===== config.mk =====
export PLATFORM = sky130hd
export DESIGN_NAME = volume_envelope_ctrl_flat
export DESIGN_NICKNAME = d
export VERILOG_FILES = /design/src/rtl/piano_pkg.sv /design/src/rtl/volume_envelope_ctrl_if.sv /design/src/rtl/volume_envelope_ctrl_prescaler.sv /design/src/rtl/volume_envelope_ctrl.sv /design/src/flat_wrapper.sv
export SDC_FILE = /design/constraint.sdc
export NUM_CORES = 1
export LEC_CHECK = 0
export ABC_AREA = 1
export BUFFER_PORTS_ARGS = -buffer_cell sky130_fd_sc_hd__buf_2
export CELL_PAD_IN_SITES_DETAIL_PLACEMENT = 1
export CELL_PAD_IN_SITES_GLOBAL_PLACEMENT = 2
export CORE_ASPECT_RATIO = 0.75
export CORE_MARGIN = 1
export CORE_UTILIZATION = 32
export DETAILED_ROUTE_END_ITERATION = 7
export GPL_ROUTABILITY_DRIVEN = 0
export PLACE_DENSITY = 0.83
export SYNTH_ARGS = -nofsm -noshare
export SYNTH_HDL_FRONTEND = slang
export SYNTH_SLANG_ARGS = --single-unit

===== constraint.sdc =====
create_clock -name clk -period 1.9 [get_ports clk]
set_clock_uncertainty 0.05 [all_clocks]
set_input_delay 0.57 -clock clk [delete_from_list [all_inputs] [get_ports clk]]
set_output_delay 0.57 -clock clk [all_outputs]
set_load 0.01 [all_outputs]

===== src/rtl/piano_pkg.sv =====
// -----------------------------------------------------------------------------
// piano_pkg
// Shared constants for the piano volume path: envelope FSM state encodings,
// the width of the volume_control code and default envelope timing/levels.
// Also carries a small helper used to compute the effective sustain level.
// -----------------------------------------------------------------------------
package piano_pkg;

    // Width of the volume_control `control` code.
    localparam int VOL_W = 3;

    // Envelope FSM state encodings (kept as plain 3-bit constants so the
    // debug port matches older tooling that decodes env_state numerically).
    localparam logic [2:0] ENV_IDLE    = 3'd0;
    localparam logic [2:0] ENV_ATTACK  = 3'd1;
    localparam logic [2:0] ENV_DECAY   = 3'd2;
    localparam logic [2:0] ENV_SUSTAIN = 3'd3;
    localparam logic [2:0] ENV_RELEASE = 3'd4;

    // Defaults: one envelope step per millisecond at 50 MHz.
    localparam int               DEF_STEP_DIV    = 50000;
    localparam int               DEF_DIV_W       = 16;
    localparam logic [VOL_W-1:0] DEF_SUSTAIN_LVL = 3'd5;

    // Smaller of two volume codes.
    function automatic logic [VOL_W-1:0] vol_min(input logic [VOL_W-1:0] a,
                                                 input logic [VOL_W-1:0] b);
        return (a < b) ? a : b;
    endfunction

endpackage : piano_pkg


===== src/rtl/volume_envelope_ctrl_if.sv =====
// -----------------------------------------------------------------------------
// volume_envelope_ctrl_if
// Groups the key-side inputs and the volume/debug outputs of the envelope
// controller.
//   gate       : key held (driven by key/gate logic)
//   peak_lvl   : attack target level, used on gate rising edge
//   vol_ctrl   : volume code towards volume_control `control`
//   env_active : envelope running (state != IDLE)
//   env_state  : current FSM state, debug only
// modport master : the key/gate side (drives gate/peak_lvl)
// modport slave  : the envelope controller
// -----------------------------------------------------------------------------
interface volume_envelope_ctrl_if;
    import piano_pkg::*;

    logic             gate;
    logic [VOL_W-1:0] peak_lvl;
    logic [VOL_W-1:0] vol_ctrl;
    logic             env_active;
    logic [2:0]       env_state;

    modport master (
        output gate,
        output peak_lvl,
        input  vol_ctrl,
        input  env_active,
        input  env_state
    );

    modport slave (
        input  gate,
        input  peak_lvl,
        output vol_ctrl,
        output env_active,
        output env_state
    );

endinterface : volume_envelope_ctrl_if


===== src/rtl/volume_envelope_ctrl_prescaler.sv =====
// -----------------------------------------------------------------------------
// env_prescaler
// Envelope step prescaler: counts 0..STEP_DIV-1 while enabled and pulses
// tick for one cycle on the last count, wrapping to 0.
//   clk   : system clock
//   rst_n : asynchronous active-low reset
//   clr   : forces the count back to 0 on the next edge (phase change)
//   en    : count enable; the count is held at 0 while low
//   tick  : high during the cycle the count equals STEP_DIV-1 (and en high)
// -----------------------------------------------------------------------------
module env_prescaler #(
    parameter int STEP_DIV = 50000,
    parameter int DIV_W    = 16
) (
    input  logic clk,
    input  logic rst_n,
    input  logic clr,
    input  logic en,
    output logic tick
);

    localparam logic [DIV_W-1:0] LAST = DIV_W'(STEP_DIV - 1);

    logic [DIV_W-1:0] count_q;
    logic [DIV_W-1:0] count_d;

    assign tick = en & (count_q == LAST);

    always_comb begin
        count_d = count_q;
        if (clr || !en) begin
            count_d = '0;
        end else if (tick) begin
            count_d = '0;
        end else begin
            count_d = count_q + 1'b1;
        end
    end

    always_ff @(posedge clk or negedge rst_n) begin
        if (!rst_n) begin
            count_q <= '0;
        end else begin
            count_q <= count_d;
        end
    end

endmodule : env_prescaler


===== src/rtl/volume_envelope_ctrl.sv =====
// -----------------------------------------------------------------------------
// volume_envelope_ctrl
// ADSR-style envelope sequencer for the volume_control `control` input. Each
// gate rise starts an attack up to the latched peak level, decays to the
// effective sustain level, holds while the key is down, and releases to 0
// after the gate falls. One level step per prescaler tick.
//   clk   : system clock
//   rst_n : asynchronous active-low reset
//   bus   : slave side of volume_envelope_ctrl_if (gate, peak_lvl in;
//           vol_ctrl, env_active, env_state out)
// Optional build macro: VOLENV_RETRIGGER_EN -- a gate rise during RELEASE
// re-enters ATTACK (or DECAY) from the current level instead of being ignored.
// -----------------------------------------------------------------------------
module volume_envelope_ctrl
    import piano_pkg::*;
#(
    parameter int               STEP_DIV    = DEF_STEP_DIV,
    parameter int               DIV_W       = DEF_DIV_W,
    parameter logic [VOL_W-1:0] SUSTAIN_LVL = DEF_SUSTAIN_LVL
) (
    input  logic                   clk,
    input  logic                   rst_n,
    volume_envelope_ctrl_if.slave  bus
);

    localparam logic [VOL_W-1:0] VOL_MAX = '1;

    logic [2:0]       state_q, state_d;
    logic [VOL_W-1:0] vol_q,   vol_d;
    logic [VOL_W-1:0] peak_q,  peak_d;
    logic             gate_q,  gate_d;

    logic             rise, fall;
    logic             tick;
    logic             presc_en;
    logic             presc_clr;
    logic [VOL_W-1:0] sus_eff;

    // Edges come from one registered sample, so rise and fall are exclusive.
    assign rise    = bus.gate & ~gate_q;
    assign fall    = ~bus.gate & gate_q;
    assign gate_d  = bus.gate;
    assign sus_eff = vol_min(SUSTAIN_LVL, peak_q);

    assign presc_en  = (state_q == ENV_ATTACK) || (state_q == ENV_DECAY) ||
                       (state_q == ENV_RELEASE);
    // Restart the step timer on every phase change so each phase's first step
    // lands exactly STEP_DIV cycles after entry.
    assign presc_clr = (state_d != state_q);

    env_prescaler #(
        .STEP_DIV (STEP_DIV),
        .DIV_W    (DIV_W)
    ) u_presc (
        .clk   (clk),
        .rst_n (rst_n),
        .clr   (presc_clr),
        .en    (presc_en),
        .tick  (tick)
    );

    always_comb begin
        state_d = state_q;
        vol_d   = vol_q;
        peak_d  = peak_q;
        case (state_q)
            ENV_IDLE: begin
                if (rise) begin
                    peak_d  = bus.peak_lvl;
                    vol_d   = '0;
                    state_d = ENV_ATTACK;
                end
            end
            ENV_ATTACK: begin
                // Fall wins over a coincident tick; level is held this cycle.
                if (fall) begin
                    state_d = ENV_RELEASE;
                end else if (vol_q >= peak_q) begin
                    state_d = ENV_DECAY;
                end else if (tick && vol_q != VOL_MAX) begin
                    vol_d = vol_q + 1'b1;
                end
            end
            ENV_DECAY: begin
                if (fall) begin
                    state_d = ENV_RELEASE;
                end else if (vol_q <= sus_eff) begin
                    state_d = ENV_SUSTAIN;
                end else if (tick) begin
                    vol_d = vol_q - 1'b1;
                end
            end
            ENV_SUSTAIN: begin
                if (fall) begin
                    state_d = ENV_RELEASE;
                end
            end
            ENV_RELEASE: begin
`ifdef VOLENV_RETRIGGER_EN
                // Legato retrigger: keep the current level to avoid a click.
                if (rise) begin
                    peak_d  = bus.peak_lvl;
                    state_d = (vol_q >= bus.peak_lvl) ? ENV_DECAY : ENV_ATTACK;
                end else
`endif
                if (vol_q == '0) begin
                    state_d = ENV_IDLE;
                end else if (tick) begin
                    vol_d = vol_q - 1'b1;
                end
            end
            default: begin
                state_d = ENV_IDLE;
                vol_d   = '0;
            end
        endcase
    end

    always_ff @(posedge clk or negedge rst_n) begin
        if (!rst_n) begin
            state_q <= ENV_IDLE;
            vol_q   <= '0;
            peak_q  <= '0;
            gate_q  <= 1'b0;
        end else begin
            state_q <= state_d;
            vol_q   <= vol_d;
            peak_q  <= peak_d;
            gate_q  <= gate_d;
        end
    end

    assign bus.vol_ctrl   = vol_q;
    assign bus.env_active = (state_q != ENV_IDLE);
    assign bus.env_state  = state_q;

endmodule : volume_envelope_ctrl


===== src/flat_wrapper.sv =====
// flat-port wrapper written by rule: the top's interface ports become plain ports
module volume_envelope_ctrl_flat import piano_pkg::*;
#(
    parameter int               STEP_DIV    = DEF_STEP_DIV,
    parameter int               DIV_W       = DEF_DIV_W,
    parameter logic [VOL_W-1:0] SUSTAIN_LVL = DEF_SUSTAIN_LVL
)
  (clk, rst_n, bus_gate, bus_peak_lvl, bus_vol_ctrl, bus_env_active, bus_env_state);
  volume_envelope_ctrl_if bus_i ();
  input  logic clk;
  input  logic rst_n;
  input wire logic [$bits(bus_i.gate)-1:0] bus_gate;
  input wire logic [$bits(bus_i.peak_lvl)-1:0] bus_peak_lvl;
  output wire logic [$bits(bus_i.vol_ctrl)-1:0] bus_vol_ctrl;
  output wire logic [$bits(bus_i.env_active)-1:0] bus_env_active;
  output wire logic [$bits(bus_i.env_state)-1:0] bus_env_state;
  assign bus_i.gate = bus_gate;
  assign bus_i.peak_lvl = bus_peak_lvl;
  assign bus_vol_ctrl = bus_i.vol_ctrl;
  assign bus_env_active = bus_i.env_active;
  assign bus_env_state = bus_i.env_state;
  volume_envelope_ctrl #(.STEP_DIV(STEP_DIV), .DIV_W(DIV_W), .SUSTAIN_LVL(SUSTAIN_LVL)) u_core (.clk(clk), .rst_n(rst_n), .bus(bus_i));
endmodule

======== Word-level counts from Yosys, hierarchy flattened ========
Cells that the tools add are included.
storage, ports and cells
  register bits ........................... 26
  output and inout port bits .............. 7
cells by class
  bitwise logic cells ..................... 6
  reductions and logical operators ........ 10
  multiplexer cells ....................... 20
  equality and inequality tests ........... 14
  add/sub/neg operators ................... 3
  magnitude comparators ................... 3
operators by type and width
  operator               count
  $mux 3                 16
  $mux 16                2
  $pmux 3 s5             2
  $add 16x1->16 const B  1
  $eq 16x16->1 const B   1
  $ne 2x2->1 const B     6
  $reduce_and 8->1       1
  $eq 3x2->1 const B     2
  $logic_not 3->1        2
  $add 3x1->3 const B    1
  $and 1x1->1            3
  $eq 3x1->1 const B     1
  $eq 3x3->1 const B     1
  $ge 3x3->1             1
  $le 3x3->1             1
  $logic_or 1x1->1       3
  $lt 3x3->1 const A     1
  $ne 3x3->1             1
  $ne 3x3->1 const B     1
  $not 1->1              3
  $reduce_bool 3->1      1
  $sub 3x1->3 const B    1
  $ne 2x1->1 const B     1
  $reduce_and 2->1       1
  2 further kinds        2

======== Logic depth before layout (Yosys ltp) ========
Gate-level depths: netlist of run 1.
  word-level depth ........................ 9
  mapped depth ............................ 13

======== By module ========
Synthesis of run 1 repeated with hierarchy kept, for this count alone.
second synthesis, totals
  cell total of the unflattened synthesis .. 237
  area total of the unflattened synthesis .. 1,766.7 um^2
modules (own cells, without submodules)
  module                instances  area each (um^2)  cells an instance  seq. area each (um^2)
  env_prescaler         1          917.1             121                400.4
  volume_envelope_ctrl  1          849.6             116                250.2

======== Worst setup path before layout of run 1 ========
OpenSTA, ideal clock, no wires.
  kind .................................... flip-flop to flip-flop
  start point ............................. register u_core.vol_q[2], in the netlist u_core.bus.vol_ctrl[2]
  end point ............................... register u_core.u_presc.count_q[12]
  buffers on the path ..................... 1
  data required time ...................... 1.722 ns
  arrival ................................. 1.713 ns
  cell stages (with the launch flop) ...... 13
  slack ................................... 0.009 ns
  path through ............................ dfrtp_1 > ha_1 > nand2_1 > clkinv_1 > nand2_1 > nand2_1 > nor2_1 > nand3_1 > nand3_1 > nand2_1 > nand2_4 > buf_8 > nor2_4
on the way
  longest elaborated chain between the ends .. 7
  elaborated cells on any way between the ends .. 12
  those cells by class .................... order compare (2); eq/ne (1); mux (7); reduce/logical (2)
RTL lines
  item                                      line                                                    text
  start: declaration                        volume_envelope_ctrl.sv:29                              logic [VOL_W-1:0] vol_q, vol_d;
  start signal: assignment                  volume_envelope_ctrl.sv:127                             vol_q <= vol_d;
  $le 3x3->1 or $ge 3x3->1 (tied branches)  volume_envelope_ctrl.sv:87, volume_envelope_ctrl.sv:78
  $mux 3, on equally long branches          volume_envelope_ctrl.sv:87, volume_envelope_ctrl.sv:78
  $mux 3, on equally long branches          volume_envelope_ctrl.sv:85, volume_envelope_ctrl.sv:76
  $pmux 3 s5 *                              volume_envelope_ctrl.sv:66                              case (state_q)
  named net u_core.state_d[0]               volume_envelope_ctrl.sv:28                              logic [2:0] state_q, state_d;
  $ne 3x3->1 *                              volume_envelope_ctrl.sv:49                              assign presc_clr = (state_d != state_q);
  $logic_or 1x1->1 *                        volume_envelope_ctrl_prescaler.sv:31                    if (clr || !en) begin
  $mux 16 *                                 volume_envelope_ctrl_prescaler.sv:31
  named net u_core.u_presc.count_d[12]      volume_envelope_ctrl_prescaler.sv:25                    logic [DIV_W-1:0] count_d;
  end signal: assignment                    volume_envelope_ctrl_prescaler.sv:44                    count_q <= count_d;
  end: declaration                          volume_envelope_ctrl_prescaler.sv:24                    logic [DIV_W-1:0] count_q;
The timed path passes the listed nets; every way through them passes the cells marked *.
A chain may end at the register's enable or synchronous reset.

======== Final worst setup path of run 1 ========
  start point ............................. register u_core.vol_q[2], in the netlist u_core.bus.vol_ctrl[2]
  end point ............................... register u_core.u_presc.count_q[10]
on the way
  longest elaborated chain between the ends .. 7
  elaborated cells on any way between the ends .. 12
  those cells by class .................... order compare (2); eq/ne (1); mux (7); reduce/logical (2)
RTL lines
  item                                      line
  $le 3x3->1 or $ge 3x3->1 (tied branches)  volume_envelope_ctrl.sv:87, volume_envelope_ctrl.sv:78
  $mux 3, on equally long branches          volume_envelope_ctrl.sv:87, volume_envelope_ctrl.sv:78
  $mux 3, on equally long branches          volume_envelope_ctrl.sv:85, volume_envelope_ctrl.sv:76
  $pmux 3 s5 *                              volume_envelope_ctrl.sv:66
  $ne 3x3->1 *                              volume_envelope_ctrl.sv:49
  $logic_or 1x1->1 *                        volume_envelope_ctrl_prescaler.sv:31
  $mux 16 *                                 volume_envelope_ctrl_prescaler.sv:31
  named net u_core.u_presc.count_d[10]      volume_envelope_ctrl_prescaler.sv:25
Marked as above.

==> results of run 1 <==
## per-layer routing
metal  global-route usage, %  vias to the layer above  wire [um]
li1                        -                      762          -
met1                    26.2                      728       2500
met2                    26.3                       14       2020
met3                    3.25                        4        160
met4                    3.28                        0         30
met5                       0                        -          0
## power breakdown
group,switching (W),internal [W],leakage [nW]
Sequential,0.000105,0.000650,0.348
Combinational,0.00129,0.00102,0.653
Clock,0.000190,0.000186,0.0288
Total,0.00159,0.00186,1.03
## state kept, by name, indices dropped and copies added, names as in the netlist
register	count
u_core.bus.env_state	3
u_core.gate_q	1
u_core.bus.vol_ctrl	3
u_core.u_presc.count_q	16
u_core.peak_q	3
## cell type report
| cell class | count | area (um^2) |
|---|---|---|
| Inverter | 35 | 134 |
| Clock buffer | 4 | 55.1 |
| Sequential cell | 26 | 653 |
| Tap cell | 72 | 90.1 |
| Multi-Input combinational cell | 154 | 1100 |
| Fill cell | 614 | 2800 |
| Timing Repair Buffer | 35 | 265 |
## repair_timing
| item | in CTS | in global routing |
|---|---|---|
| hold buffers | 0 | 0 |
| gates resized for setup | 5 | 32 |
| buffers inserted | 0 | 7 |
| setup endpoints to repair | 13 | 20 |
| pin swaps | 1 | 12 |
## worst min path at each step
stage	startpoint	to	slack (ps)	depth (start not counted)
after floorplan	rst_n	u_core.bus.env_state[0]$_DFF_PN0_	220	0
after global placement	u_core.u_presc.count_q[0]$_DFF_PN0_	u_core.u_presc.count_q[0]$_DFF_PN0_	400	1
after detailed placement	u_core.u_presc.count_q[0]$_DFF_PN0_	u_core.u_presc.count_q[0]$_DFF_PN0_	410	1
after CTS	rst_n	u_core.peak_q[0]$_DFFE_PN0P_	270	1
after global routing	rst_n	u_core.peak_q[0]$_DFFE_PN0P_	280	1
final	rst_n	u_core.peak_q[0]$_DFFE_PN0P_	250	1
## kinds of logic after synthesis
family,Yosys count
compound gates,20
xor+xnor,12
fa+ha+maj,8
buf+inv,36
flops,26
mux,1
simple gates,113
## cells in the final DEF (no fill, tap or decap), drive strengths merged
cell / count
nor2: 36
a21oi: 8
nor4: 1
nand4: 5
clkbuf: 4
o21bai: 1
nand2: 46
inv: 35
nor3: 5
o21ai: 8
o211ai: 2
nand3b: 4
nand3: 16
xor2: 9
fa: 1
o31ai: 1
mux2: 1
dfrtp: 26
xnor2: 3
buf: 35
ha: 7
## stage by stage
stage,power (W),setup TNS (ps),util [%]
2_1_floorplan,0.00189,0,-
3_3_place_gp,0.00253,-18.2,40.1
3_5_place_dp,0.00260,-820,40.1
4_1_cts,0.00304,0,41.6
5_1_grt,0.00373,-508,45.1
6_report,0.00344,0,45.1
==> results.json, run 1 <==
{
  "grt-ovfl-total": 0,
  "synth.most_common_cell": "nand2_1",
  "synthCells": 216,
  "io_buffers": 12,
  "min_period_over_period_pct": 98.0,
  "path_max_fanout": 6,
  "drtIter0Drc": 69,
  "hold_path_class": "in -> async",
  "fin_area_um2": 2290,
  "synthAdderAreaFrac_pct": 6.11,
  "wl_per_cell_um": 14.4,
  "post-route-drc-count": 0,
  "finalMaxSlewViolations": 0,
  "diodes": 0,
  "max_freq_ghz": 0.537,
  "grt_use_total_pct": 17.6,
  "slowest_delay_ps": 450,
  "synth-main-ff-cell": "dfrtp_1",
  "vdd_ir_drop_max_mv": 0.703,
  "dp_slack_ps": -79.9,
  "synth.area.mux_share_pct": 0.640,
  "ff2ff_path_depth": 12,
  "grt_pass1_wl_mm": 7.80,
  "crit_chain": "ha_4, nand2_2, inv_2, nand2_2, nand2_2, buf_4, nand4_1, inv_2, nor2_4, nand2_4, buf_12, nor2_4",
  "firstDrtPassIters": 4,
  "postSynthAreaPerCell_um2": 8.15,
  "routed_wl_mm": 4.71,
  "r2r_end": "u_core.u_presc.count_q[10]$_DFF_PN0_",
  "num_rows": 22,
  "synth_nets": 230,
  "min_period_ps": 1860,
  "grt_pass1_vias": 1628,
  "crit_start": "u_core.bus.vol_ctrl[2]$_DFFE_PN0P_",
  "report.final.setup_viol": 0,
  "yosys.area.top_type": "dfrtp_1",
  "critPathKind": "reg -> reg",
  "drive_gt1_share_pct": 42.1,
  "synth_warnings": 0,
  "endpoint_kind": "flop",
  "synth_compound_gate_area_share_pct": 6.47,
  "endpoint": "u_core.u_presc.count_q[10]$_DFF_PN0_",
  "synthTopCellsByCount": "42 x nand2_1, 26 x dfrtp_1, 26 x inv_1",
  "fp.dieArea_um2": 5810,
  "crit_top_cell": "nand2_2",
  "rsz0062_at_grt": "true",
  "hold_viol": 0,
  "path_depth": 12,
  "cts.sinks": 26,
  "r2r_setup_slack_ps": 40,
  "die_x_um": 87.6,
  "yosys.area_share.simple_pct": 35.5,
  "max-slew-margin-rel_pct": 57.4,
  "place_area_um2": 2040,
  "clock_path_buffers": 2,
  "numCtsBuffers": 3,
  "synth_area_leaders": "dfrtp_1 37%, nand2_1 9.0%, nor2_4 8.3%",
  "final_cells": 326,
  "clk_latency_ps": 280,
  "synth_top_family_by_area": "simple AND/OR/NAND/NOR gates",
  "io_pins": 13,
  "hpwl_mm": 3.57,
  "critPathArrivalTime_ps": 1980,
  "yosys_register_bits": 26,
  "dr_total_vias": 1508,
  "fin_hold_ws_ps": 248,
  "syn_to_final_growth_pct": 30.3,
  "critPathRequiredTime_ps": 2020,
  "ys_types": 29,
  "maxCapViolations": 0,
  "synth_enable_flop_cells": 0,
  "ys_seq_area_share_pct": 37.0,
  "cts_root_buf": "clkbuf_8",
  "antenna_found_initial": 0,
  "cts_tree": "built",
  "htree_levels": 1,
  "async_flop_share_pct": 100,
  "path_clk_slew_ps": 100,
  "yosysTopAreaCellShare_pct": 37.0,
  "critPathBufInv": 4,
  "synth_area_um2": 1760,
  "r2r-start": "u_core.bus.vol_ctrl[2]$_DFFE_PN0P_",
  "dp.cells": 315,
  "worst_pin_slew_ps": 639,
  "ant_nets": 0,
  "powerDensity_nw_per_um2": 1500,
  "initial_core_util_pct": 34.6,
  "synth_xor_area_share_pct": 5.97,
  "crit_family": "simple AND/OR/NAND/NOR gates",
  "viasPerCell": 4.63,
  "grt_max_degree": 27,
  "fp.dieH_um": 66.2,
  "layout.nets": 269,
  "leakage_nw": 1.03,
  "fin_ws_ps": 37.7,
  "cp-start-kind": "flop",
  "status": "completed",
  "core-area_um2": 5090,
  "crit_slowest_cell": "dfrtp_1"
}
(Power assumes the default switching activity.)
==> run 2, diff against run 1 <==
--- a/config.mk
+++ b/config.mk
@@ -12,9 +12,10 @@
 export CORE_ASPECT_RATIO = 0.75
 export CORE_MARGIN = 1
 export CORE_UTILIZATION = 32
+export CTS_CLUSTER_SIZE = 40
 export DETAILED_ROUTE_END_ITERATION = 7
 export GPL_ROUTABILITY_DRIVEN = 0
-export PLACE_DENSITY = 0.83
+export PLACE_DENSITY = 0.72
 export SYNTH_ARGS = -nofsm -noshare
 export SYNTH_HDL_FRONTEND = slang
 export SYNTH_SLANG_ARGS = --single-unit
==> run 2 against run 1 <==
Net effect:
- worst hold slack improved by 10 ps
- core utilization decreased by 0.61 points
- clock power decreased by 3%
- first-iteration DRC count decreased by 28%
- sequential share of layout area increased by 0.39 points
- critical path depth decreased by 8
- fmax increased by 1.7%
- design area decreased by 1.4%
- highest routed layer unchanged
==> results.json, run 2 (same netlist as run 1, synthesis figures left out) <==
{
  "status": "completed",
  "path_clk_slew_ps": 90,
  "fp.dieH_um": 66.2,
  "grt_pass1_wl_mm": 7.20,
  "layout_common_cells": "39 x nand2_1, 24 x inv_1, 24 x dfrtp_1",
  "leakage_nw": 1.03,
  "max_freq_ghz": 0.546,
  "ant_nets": 0,
  "maxCapViolations": 0,
  "critPathArrivalTime_ps": 1210,
  "firstDrtPassIters": 4,
  "finalMaxSlewViolations": 0,
  "min_period_ps": 1830,
  "clk_latency_ps": 270,
  "dr_total_vias": 1457,
  "num-fill-cells": 638,
  "layout.nets": 269,
  "hpwl_mm": 3.29,
  "num_rows": 22,
  "ff2ff_path_depth": 12,
  "critPathRequiredTime_ps": 1280,
  "grt_use_total_pct": 16.5,
  "numCtsBuffers": 3,
  "drtIter0Drc": 50,
  "worst_pin_slew_ps": 653,
  "cts.sinks": 26,
  "report.final.setup_viol": 0,
  "endpoint_kind": "output port",
  "post-route-drc-count": 0,
  "largest_reg_flops": 16,
  "die_x_um": 87.6,
  "max-slew-margin-rel_pct": 56.5,
  "finalSetupTns_ps": 0,
  "power_w": 0.00329,
  "grt-ovfl-total": 0,
  "viasPerCell": 4.47,
  "routed_wl_mm": 4.36,
  "fin_area_um2": 2260,
  "grt_pass1_vias": 1466,
  "fp.dieArea_um2": 5810,
  "powerDensity_nw_per_um2": 1450,
  "dp_slack_ps": -59.9,
  "utilization_pct": 44.4,
  "critPathKind": "reg -> out",
  "antenna_found_initial": 0,
  "initial_core_util_pct": 34.6,
  "hold_path_class": "in -> async",
  "io_pins": 13,
  "regMostFlops": "u_core.u_presc.count_q",
  "place_area_um2": 2030,
  "path_max_fanout": 6,
  "min_period_over_period_pct": 96.4,
  "wl_per_cell_um": 13.4,
  "core-area_um2": 5090,
  "cts_root_buf": "clkbuf_8",
  "io_buffers": 12,
  "diodes": 0,
  "vdd_ir_drop_max_mv": 0.568,
  "cp-start-kind": "flop",
  "grt_max_degree": 27,
  "drive_gt1_share_pct": 36.2,
  "htree_levels": 1,
  "cts_tree": "built",
  "clock_path_buffers": 2,
  "syn_to_final_growth_pct": 28.6,
  "final_common_cell": "nand2_1",
  "fin_ws_ps": 69.0,
  "hold_viol": 0
}
## run 2: cell count changes in the layout (fill, tap and decap cells not counted), sizes merged
cell / delta
buf: -1
clkbuf: +1
clkinv: +1
inv: -1
## run 2: worst max-delay path, stage by stage, from the launching register on
cell and delay [ps]:
dfrtp_1 420, buf_4 160, inv_6 100, nand3_4 100, buf_2 150
## run 2: final cells by class
cell class / count / area (um^2) / share of cell area (%)
well taps: 72 / 90.1 / 3.98
clock buffers: 4 / 55.1 / 2.43
repair buffers: 35 / 279 / 12.3
flip-flops and latches: 26 / 653 / 28.9
multi-input cells: 154 / 1050 / 46.4
inverters: 35 / 136 / 6.03
## run 2: power by group
| group | switching [W] | internal, W | total (W) | leakage (nW) |
|---|---|---|---|---|
| combinational | 0.00123 | 0.000976 | 0.00221 | 0.655 |
| sequential | 0.0000650 | 0.000649 | 0.000714 | 0.348 |
| clock | 0.000178 | 0.000185 | 0.000364 | 0.0288 |
| total | 0.00148 | 0.00181 | 0.00329 | 1.03 |
## run 2: final timing paths
kind	start	endpoint	slack, ps
max reg2reg	u_core.bus.vol_ctrl[1]$_DFFE_PN0P_	u_core.u_presc.count_q[1]$_DFF_PN0_	90
max	u_core.bus.env_state[2]$_DFF_PN0_	bus_env_active	70
min	rst_n	u_core.bus.env_state[1]$_DFF_PN0_	260
max in group asynchronous	rst_n	u_core.bus.vol_ctrl[1]$_DFFE_PN0P_	1070
min in group clk	bus_gate	u_core.gate_q$_DFF_PN0_	400
min reg2reg	u_core.u_presc.count_q[0]$_DFF_PN0_	u_core.u_presc.count_q[0]$_DFF_PN0_	420
## run 2: metrics by stage
step                hold WS (ps)  std cells
CTS                          270        319
global route                 295        326
finish                       259        326
floorplan                    224        216
detailed placement           413        314
global placement             402        314
## run 2: routing by layer
layer	global-route usage, %	wire length, um
met2	22.9	1710
met4	3.07	24
met1	25.9	2520
met3	3.37	109
met5	0	0
## run 2: repair_timing
item | 4_1_cts | 5_1_grt
pin swaps | 1 | 8
resized for setup | 4 | 21
hold buffers | 0 | 0
endpoints found under the setup margin | 17 | 20
setup buffers | 1 | 6
cloned | 0 | 1
==> run 3, diff against run 2 <==
--- a/config.mk
+++ b/config.mk
@@ -16,6 +16,7 @@
 export DETAILED_ROUTE_END_ITERATION = 7
 export GPL_ROUTABILITY_DRIVEN = 0
 export PLACE_DENSITY = 0.72
+export REMOVE_ABC_BUFFERS = 1
 export SYNTH_ARGS = -nofsm -noshare
 export SYNTH_HDL_FRONTEND = slang
 export SYNTH_SLANG_ARGS = --single-unit
==> run 3 against run 2 <==
Net effect:
- first-iteration DRC count shrank 42%
- global-route usage grew 1.0 points
- register-to-register slack lost 40 ps
- critical path depth grew 8
- critical path type is now reg -> reg
- critical endpoint is now u_core.u_presc.count_q[2]$_DFF_PN0_
==> results.json, run 3 (same netlist as run 1, synthesis figures left out) <==
{
  "status": "completed",
  "path_max_fanout": 8,
  "io_buffers": 12,
  "critPathArrivalTime_ps": 1970,
  "wl_per_cell_um": 13.8,
  "cts.sinks": 26,
  "path_clk_slew_ps": 100,
  "num_rows": 22,
  "crit_slowest_cell": "dfrtp_2",
  "numCtsBuffers": 3,
  "vdd_ir_drop_max_mv": 0.687,
  "ff2ff_path_depth": 12,
  "dp_slack_ps": -106,
  "worst_pin_slew_ps": 644,
  "powerDensity_nw_per_um2": 1480,
  "crit_start": "u_core.bus.vol_ctrl[1]$_DFFE_PN0P_",
  "path_depth": 12,
  "top_usage_layer": "met1",
  "rsz0062_at_grt": "true",
  "min_period_over_period_pct": 97.4,
  "hpwl_mm": 3.32,
  "hold_path_class": "in -> async",
  "num-fill-cells": 630,
  "critPathKind": "reg -> reg",
  "final_common_cell": "nand2_1",
  "post-route-drc-count": 0,
  "critPathBufInv": 2,
  "core-area_um2": 5090,
  "r2r_end": "u_core.u_presc.count_q[2]$_DFF_PN0_",
  "grt_util_met1_pct": 27.1,
  "htree_levels": 1,
  "leakage_nw": 1.04,
  "grt_max_degree": 27,
  "critPathRequiredTime_ps": 2020,
  "endpoint": "u_core.u_presc.count_q[2]$_DFF_PN0_",
  "diodes": 0,
  "r2r_setup_slack_ps": 50,
  "firstDrtPassIters": 4,
  "clk_latency_ps": 290,
  "regMostFlops": "u_core.u_presc.count_q",
  "io_pins": 13,
  "crit_family": "simple AND/OR/NAND/NOR gates",
  "fin_hold_ws_ps": 241,
  "layout.nets": 270,
  "clock_path_buffers": 2,
  "grtUsageMet2_pct": 24.4,
  "endpoint_kind": "flop",
  "finalMaxSlewViolations": 0,
  "finalSetupTns_ps": 0,
  "min_period_ps": 1850,
  "grt_use_total_pct": 17.5,
  "die_x_um": 87.6,
  "grt-ovfl-total": 0,
  "slowest_delay_ps": 440,
  "max-slew-margin-rel_pct": 57.0,
  "ant_nets": 0,
  "use_met3_pct": 3.37,
  "max_freq_ghz": 0.541,
  "antenna_found_initial": 0,
  "fp.dieH_um": 66.2,
  "drtIter0Drc": 29,
  "maxCapViolations": 0,
  "routed_wl_mm": 4.52,
  "hold_viol": 0,
  "r2r-start": "u_core.bus.vol_ctrl[1]$_DFFE_PN0P_",
  "dr_total_vias": 1499,
  "grt_pass1_wl_mm": 7.58,
  "cts_tree": "built",
  "report.final.setup_viol": 0,
  "cts_root_buf": "clkbuf_8",
  "viasPerCell": 4.58,
  "largest_reg_flops": 16,
  "hold_buffers": 0,
  "fp.dieArea_um2": 5810,
  "grt_pass1_vias": 1474,
  "layout_common_cells": "39 x nand2_1, 25 x dfrtp_1, 22 x inv_1",
  "power_w": 0.00339,
  "initial_core_util_pct": 34.6,
  "drive_gt1_share_pct": 38.8,
  "fin_ws_ps": 50.3,
  "syn_to_final_growth_pct": 30.1,
  "cp-start-kind": "flop",
  "crit_chain": "ha_1, nand2_1, clkinv_1, nand2_1, nand2_2, nor2_2, nand3_2, nand3_2, nand2_2, nand2_4, buf_12, nor2_1"
}
[run 3: layout make-up]
cell class / instances / area, um^2 / share of cell area, %
Timing Repair Buffer: 36 / 282 / 12.3
Multi-Input combinational cell: 154 / 1070 / 46.9
Clock buffer: 4 / 55.1 / 2.40
Sequential cell: 26 / 652 / 28.5
Inverter: 35 / 139 / 6.06
Tap cell: 72 / 90.1 / 3.93
[run 3: through the flow]
stage	instance area, um^2	std cells	util (%)
2_1_floorplan	1750	215	-
3_3_place_gp	2060	316	40.5
3_5_place_dp	2060	316	40.5
4_1_cts	2150	321	42.2
5_1_grt	2290	327	45.0
6_report	2290	327	45.0
[run 3: how the worst min path moves through the flow]
stage	start	slack [ps]	endpoint	cells after the start
floorplan	rst_n	220	u_core.bus.env_state[0]$_DFF_PN0_	0
global placement	u_core.u_presc.count_q[0]$_DFF_PN0_	400	u_core.u_presc.count_q[0]$_DFF_PN0_	1
detailed placement	u_core.u_presc.count_q[0]$_DFF_PN0_	410	u_core.u_presc.count_q[0]$_DFF_PN0_	1
CTS	rst_n	270	u_core.gate_q$_DFF_PN0_	1
global route	rst_n	290	u_core.gate_q$_DFF_PN0_	1
finish	rst_n	240	u_core.gate_q$_DFF_PN0_	1
[run 3: layer usage]
metal / wire, um / vias up
met1: 2460 / 718
met4: 41 / 0
met2: 1910 / 12
li1: - / 764
met5: 0 / -
met3: 107 / 5
[run 3: timing repair]
| action | 4_1_cts | 5_1_grt |
|---|---|---|
| setup endpoints to repair | 20 | 20 |
| hold endpoints to repair | 0 | 0 |
| cloned | 0 | 0 |
| gates resized for setup | 6 | 27 |
| buffers inserted | 1 | 6 |
| pin swaps | 3 | 10 |
[run 3: where the power goes]
group / total (W) / switching [W] / internal [W]
clock: 0.000380 / 0.000194 / 0.000186
combinational: 0.00229 / 0.00128 / 0.00101
sequential: 0.000720 / 0.0000720 / 0.000648
